## config.mk

```make
export PLATFORM = sky130hd
export DESIGN_NAME = wb_arbiter_2m
export DESIGN_NICKNAME = d
export VERILOG_FILES = /design/src/rtl/wb_arbiter_2m.sv
export SDC_FILE = /design/constraint.sdc
export NUM_CORES = 1
export LEC_CHECK = 0
export BUFFER_PORTS_ARGS = -buffer_cell sky130_fd_sc_hd__buf_4
export CAP_MARGIN = 20
export CELL_PAD_IN_SITES_DETAIL_PLACEMENT = 1
export CELL_PAD_IN_SITES_GLOBAL_PLACEMENT = 1
export CORE_AREA = 2 2 122 124
export DETAILED_ROUTE_END_ITERATION = 10
export DIE_AREA = 0 0 124 126
export PLACE_DENSITY = 0.66
export SYNTH_ARGS = -nofsm -noshare
export SYNTH_HDL_FRONTEND = slang
export SYNTH_SLANG_ARGS = --single-unit
```

## constraint.sdc

```tcl
create_clock -name wb_clk_i -period 1.89 [get_ports wb_clk_i]
set_clock_uncertainty 0.05 [all_clocks]
set_input_delay 0.2835 -clock wb_clk_i [delete_from_list [all_inputs] [get_ports wb_clk_i]]
set_output_delay 0.2835 -clock wb_clk_i [all_outputs]
set_load 0.1 [all_outputs]
```

## src/rtl/wb_arbiter_2m.sv

```systemverilog
// Two-master to one-slave Wishbone classic arbiter: round-robin on ties, grant held for a whole cycle.
// Optional slave watchdog is compiled in with `define WB_ARB_TIMEOUT_EN.
//
// state | meaning
// ------+----------------------------------------------------------
// IDLE  | no grant; slave bus driven to zero; arbitration happens here
// GNT0  | master 0 owns the slave bus until m0_cyc_i drops
// GNT1  | master 1 owns the slave bus until m1_cyc_i drops

module wb_arbiter_2m #(
    parameter int unsigned TIMEOUT_CYCLES = 255,
    parameter logic [31:0] TIMEOUT_DATA   = 32'hFFFF_FFFF
) (
    input  logic        wb_clk_i,
    input  logic        wb_rst_i,

    input  logic        m0_cyc_i,
    input  logic        m0_stb_i,
    input  logic        m0_we_i,
    input  logic [3:0]  m0_sel_i,
    input  logic [31:0] m0_adr_i,
    input  logic [31:0] m0_dat_i,
    output logic [31:0] m0_dat_o,
    output logic        m0_ack_o,

    input  logic        m1_cyc_i,
    input  logic        m1_stb_i,
    input  logic        m1_we_i,
    input  logic [3:0]  m1_sel_i,
    input  logic [31:0] m1_adr_i,
    input  logic [31:0] m1_dat_i,
    output logic [31:0] m1_dat_o,
    output logic        m1_ack_o,

    output logic        s_cyc_o,
    output logic        s_stb_o,
    output logic        s_we_o,
    output logic [3:0]  s_sel_o,
    output logic [31:0] s_adr_o,
    output logic [31:0] s_dat_o,
    input  logic [31:0] s_dat_i,
    input  logic        s_ack_i,

    output logic [1:0]  gnt_o,
    output logic        tmo_o
);

    if (TIMEOUT_CYCLES < 1 || TIMEOUT_CYCLES > 255) begin : g_bad_timeout
        $error("wb_arbiter_2m: TIMEOUT_CYCLES must be within 1..255");
    end

    typedef enum logic [1:0] {
        IDLE = 2'd0,
        GNT0 = 2'd1,
        GNT1 = 2'd2
    } state_e;

    state_e     state_q, state_d;
    logic [1:0] gnt_q, gnt_d;
    logic       last_q, last_d;
    logic       hold;
    logic       tmo_fire;

    // Every grant is entered from IDLE, so a release can never collide with a new grant.
    always_comb begin
        state_d = state_q;
        gnt_d   = gnt_q;
        last_d  = last_q;
        unique case (state_q)
            IDLE: begin
                if (m0_cyc_i && (!m1_cyc_i || last_q)) begin
                    state_d = GNT0;
                    gnt_d   = 2'b01;
                    last_d  = 1'b0;
                end else if (m1_cyc_i) begin
                    state_d = GNT1;
                    gnt_d   = 2'b10;
                    last_d  = 1'b1;
                end
            end
            GNT0: begin
                if (!m0_cyc_i) begin
                    state_d = IDLE;
                    gnt_d   = 2'b00;
                end
            end
            GNT1: begin
                if (!m1_cyc_i) begin
                    state_d = IDLE;
                    gnt_d   = 2'b00;
                end
            end
            default: begin
                state_d = IDLE;
                gnt_d   = 2'b00;
            end
        endcase
    end

    always_ff @(posedge wb_clk_i) begin
        if (wb_rst_i) begin
            state_q <= IDLE;
            gnt_q   <= 2'b00;
            last_q  <= 1'b1;
        end else begin
            state_q <= state_d;
            gnt_q   <= gnt_d;
            last_q  <= last_d;
        end
    end

    assign gnt_o = gnt_q;

`ifdef WB_ARB_TIMEOUT_EN
    localparam logic [7:0] TMO_CNT = 8'(TIMEOUT_CYCLES);

    logic [7:0] cnt_q, cnt_d;
    logic       hold_q, hold_d;
    logic       req_act;

    always_comb begin
        req_act = 1'b0;
        if (!hold_q) begin
            if (state_q == GNT0)      req_act = m0_cyc_i & m0_stb_i;
            else if (state_q == GNT1) req_act = m1_cyc_i & m1_stb_i;
        end
    end

    assign tmo_fire = req_act && (cnt_q == TMO_CNT);

    // Clearing on the firing cycle keeps the count from advancing past the limit.
    always_comb begin
        cnt_d  = cnt_q;
        hold_d = hold_q;
        if ((state_d != state_q) || s_ack_i || tmo_fire) begin
            cnt_d = 8'd0;
        end else if (req_act) begin
            cnt_d = cnt_q + 8'd1;
        end
        if (state_d == IDLE) begin
            hold_d = 1'b0;
        end else if (tmo_fire) begin
            hold_d = 1'b1;
        end
    end

    always_ff @(posedge wb_clk_i) begin
        if (wb_rst_i) begin
            cnt_q  <= 8'd0;
            hold_q <= 1'b0;
        end else begin
            cnt_q  <= cnt_d;
            hold_q <= hold_d;
        end
    end

    assign hold  = hold_q;
    assign tmo_o = tmo_fire;
`else
    assign hold     = 1'b0;
    assign tmo_fire = 1'b0;
    assign tmo_o    = 1'b0;
`endif

    always_comb begin
        s_cyc_o  = 1'b0;
        s_stb_o  = 1'b0;
        s_we_o   = 1'b0;
        s_sel_o  = 4'b0000;
        s_adr_o  = 32'd0;
        s_dat_o  = 32'd0;
        m0_ack_o = 1'b0;
        m0_dat_o = 32'd0;
        m1_ack_o = 1'b0;
        m1_dat_o = 32'd0;
        unique case (state_q)
            GNT0: begin
                s_cyc_o  = m0_cyc_i & ~hold;
                s_stb_o  = m0_stb_i & ~hold;
                s_we_o   = m0_we_i;
                s_sel_o  = m0_sel_i;
                s_adr_o  = m0_adr_i;
                s_dat_o  = m0_dat_i;
                m0_ack_o = tmo_fire | s_ack_i;
                m0_dat_o = tmo_fire ? TIMEOUT_DATA : s_dat_i;
            end
            GNT1: begin
                s_cyc_o  = m1_cyc_i & ~hold;
                s_stb_o  = m1_stb_i & ~hold;
                s_we_o   = m1_we_i;
                s_sel_o  = m1_sel_i;
                s_adr_o  = m1_adr_i;
                s_dat_o  = m1_dat_i;
                m1_ack_o = tmo_fire | s_ack_i;
                m1_dat_o = tmo_fire ? TIMEOUT_DATA : s_dat_i;
            end
            default: ;
        endcase
    end

endmodule
```

==> results.toml <==
[timing]
setup_slack_ps = -101.7
rsz0062_at_grt = "yes"
period_minus_slack_ps = 1992
setup_viol = 91
drv_slew = 0
max_freq_ghz = 0.5021
holdWs_ps = 249.8
final_hold_viol_count = 0
fin_crit_sh_pct = 105.4
fin_tns_setup_ps = -4632

[worst_setup_path]
path_class = "reg -> out"
worst_ep_required_time_ps = 1560
crit_arrival_ps = 1660
cpPeakStageDelay_ps = 370
crit_buf_inv = 4
setup.worst_path.start_class = "flop"
slowest_stage = "dfxtp_4"
crit_chain = "inv_4 -> ha_4 -> buf_12 -> buf_16 -> a22oi_2 -> nor2b_4 -> buf_12"
critPathTopFamily = "buffers and inverters"
worstSetupEndpointType = "output pin"
critPathMaxFanout = 8
crit_top_cell = "buf_12"

[global_route]
grt_usage_pct = 17.50
grt_pass1_vias = 3744
grt_pass1_wl_um = 21230
grt.overflow.total = 0
grt_max_degree = 46
antenna_found_initial = 1

[layout]
layout-drive-gt1-share_pct = 97.64
layout.nets = 775
antenna_cells = 0
area_growth_pct = 342.2
fin_cells = 778
regArea_sq_um = 67.56
multi_input_area_sq_um = 2606
nFillCells = 1418

[synth]
synth_edf_count = 0
ys.flop_type = "dfxtp_1"
yosysTopAreaCell = "a22oi_1"
synth_top_area_share_pct = 29.58
ys_types = 22
synth_fp_nets = 441
synth_common_cells = "nor2b_1, a22oi_1, and2_1"
yosysMostFrequentCell = "nor2b_1"
seq_area_frac_synth_pct = 3.380
synth_area_sq_um = 1777
yosys_warnings = 0
synth-seq-cells = 3
synth_area_leaders = "a22oi_1, nor2b_1, and2_1"
netlist_instances = 261
syn_avg_cell_area_sq_um = 6.807
async_reset_ff_share_pct = 0

[drt]
vias = 3549
wl_met3_um = 1414
top_layer = "met5"
wl_per_cell_um = 23.58
wl_um = 18350
drt-initial-drc-count = 65
route.met2.wl_um = 10370
vias_per_cell = 4.562
ant_nets = 0
drcViolationCount = 0
drt-met1-wl_um = 6131
drt-pass1-iter-count = 4

[floorplan]
start_util_pct = 12.41
coreArea_sq_um = 14310
fp-row-count = 44
num_io_pins = 317
fp.dieH_um = 126
fp.dieW_um = 124
dieArea_sq_um = 15620

[placement]
gp_congestion = 0.8091
dp_slack_ps = 34.41
dp_hpwl_um = 10180
dp_cells = 735
portBuffers = 315

[cts]
insertion_delay_ps = 230
path_clk_slew_ps = 30
cts.path.max_buffers = 2
cts-root-buf = "clkbuf_16"
numCtsBuffers = 3
hold_buffers = 0
cts_tree = "built"
htreeDepth = 1
clock-sinks = 3

[worst_hold_path]
hp-class = "in -> reg"

[run_status]
outcome = "finished with violations"
violations = "setup timing"

[pwr]
finalPower_mw = 4.815
powerDensity_nw_per_um2 = 612.9
vdd_drop_max_mv = 0.2658
power_leakage_nw = 3.157

[run]
cap_violations = 0
[worst paths after layout]
path,cells after the start,end,start,slack (ps)
min,2,gnt_o[0]$_SDFFE_PP0P_,wb_rst_i,250
min reg2reg,2,last_q$_SDFFE_PP1P_,last_q$_SDFFE_PP1P_,530
max,7,s_adr_o[17],gnt_o[0]$_SDFFE_PP0P_,-100
max reg2reg,7,gnt_o[1]$_SDFFE_PP0P_,gnt_o[1]$_SDFFE_PP0P_,190
[through the flow]
step / utilization, % / cell area (sq um)
after global placement: 35.55 / 5089
after global routing: 54.89 / 7856
after detailed placement: 35.55 / 5089
after CTS: 46.75 / 6691
final: 54.89 / 7856
after floorplan: - / 2609
[flip-flops by register name, summed over array words and instances (netlist names)]
signal  flops
gnt_o       2
last_q      1
[layout make-up]
type,count,share of cell area (%)
clock buffers,4,1.003
flip-flops and latches,3,0.8600
multi-input cells,222,33.17
inverters,4,0.2548
repair buffers,361,61.78
well taps,184,2.930
[metal layers]
| metal | track usage [%] | vias to the layer above |
|---|---|---|
| met5 | 0 | - |
| met2 | 35.10 | 194 |
| met4 | 4.098 | 2 |
| met3 | 4.710 | 33 |
| met1 | 17.32 | 1736 |
| li1 | - | 1584 |
[placed cells by master, fill, tap and decap left out, types with 2 or more instances in the layout]
| cell type | count |
|---|---|
| and2_4 | 63 |
| nor2b_4 | 71 |
| buf_16 | 6 |
| a22oi_2 | 70 |
| buf_6 | 7 |
| buf_12 | 115 |
| buf_4 | 180 |
| buf_8 | 37 |
| and2_2 | 3 |
| dfxtp_4 | 2 |
| inv_4 | 2 |
| inv_1 | 2 |
| clkbuf_16 | 19 |
| ha_4 | 3 |
| a21oi_1 | 2 |
[cell families (layout without fill, tap and decap cells)]
family | count (synthesis) | count (layout) | synth area share [%]
buffers and inverters | 36 | 369 | 10.84
AND/OR/NAND/NOR | 140 | 140 | 49.23
flip-flops | 3 | 3 | 3.380
other | 1 | 1 | 0.2111
AO/OA/AOI/OAI | 78 | 78 | 34.23
adder cells (fa/ha/maj) | 3 | 3 | 2.113
[power by group]
group | internal [mW] | leakage, nW | switching, mW
clock | 0.279 | 0.0382 | 0.0641
combinational | 1.97 | 3.09 | 2.42
sequential | 0.0728 | 0.0262 | 0.00976
[worst reg2reg max path, cell delays in order, from the launching register on]
cell and delay, ps:
dfxtp_4 370, inv_4 50, ha_4 230, buf_12 160, buf_12 140, a22oi_4 170
nand3b_1 150, o32ai_2 270
[timing repair]
item,CTS,global route
setup endpoints to repair,137,129
gates cloned,2,27
buffers inserted,0,10
hold endpoints to repair,0,0
pin swaps,9,50
gates resized for setup,357,109
Note: power is estimated with default switching activity, not from simulation.
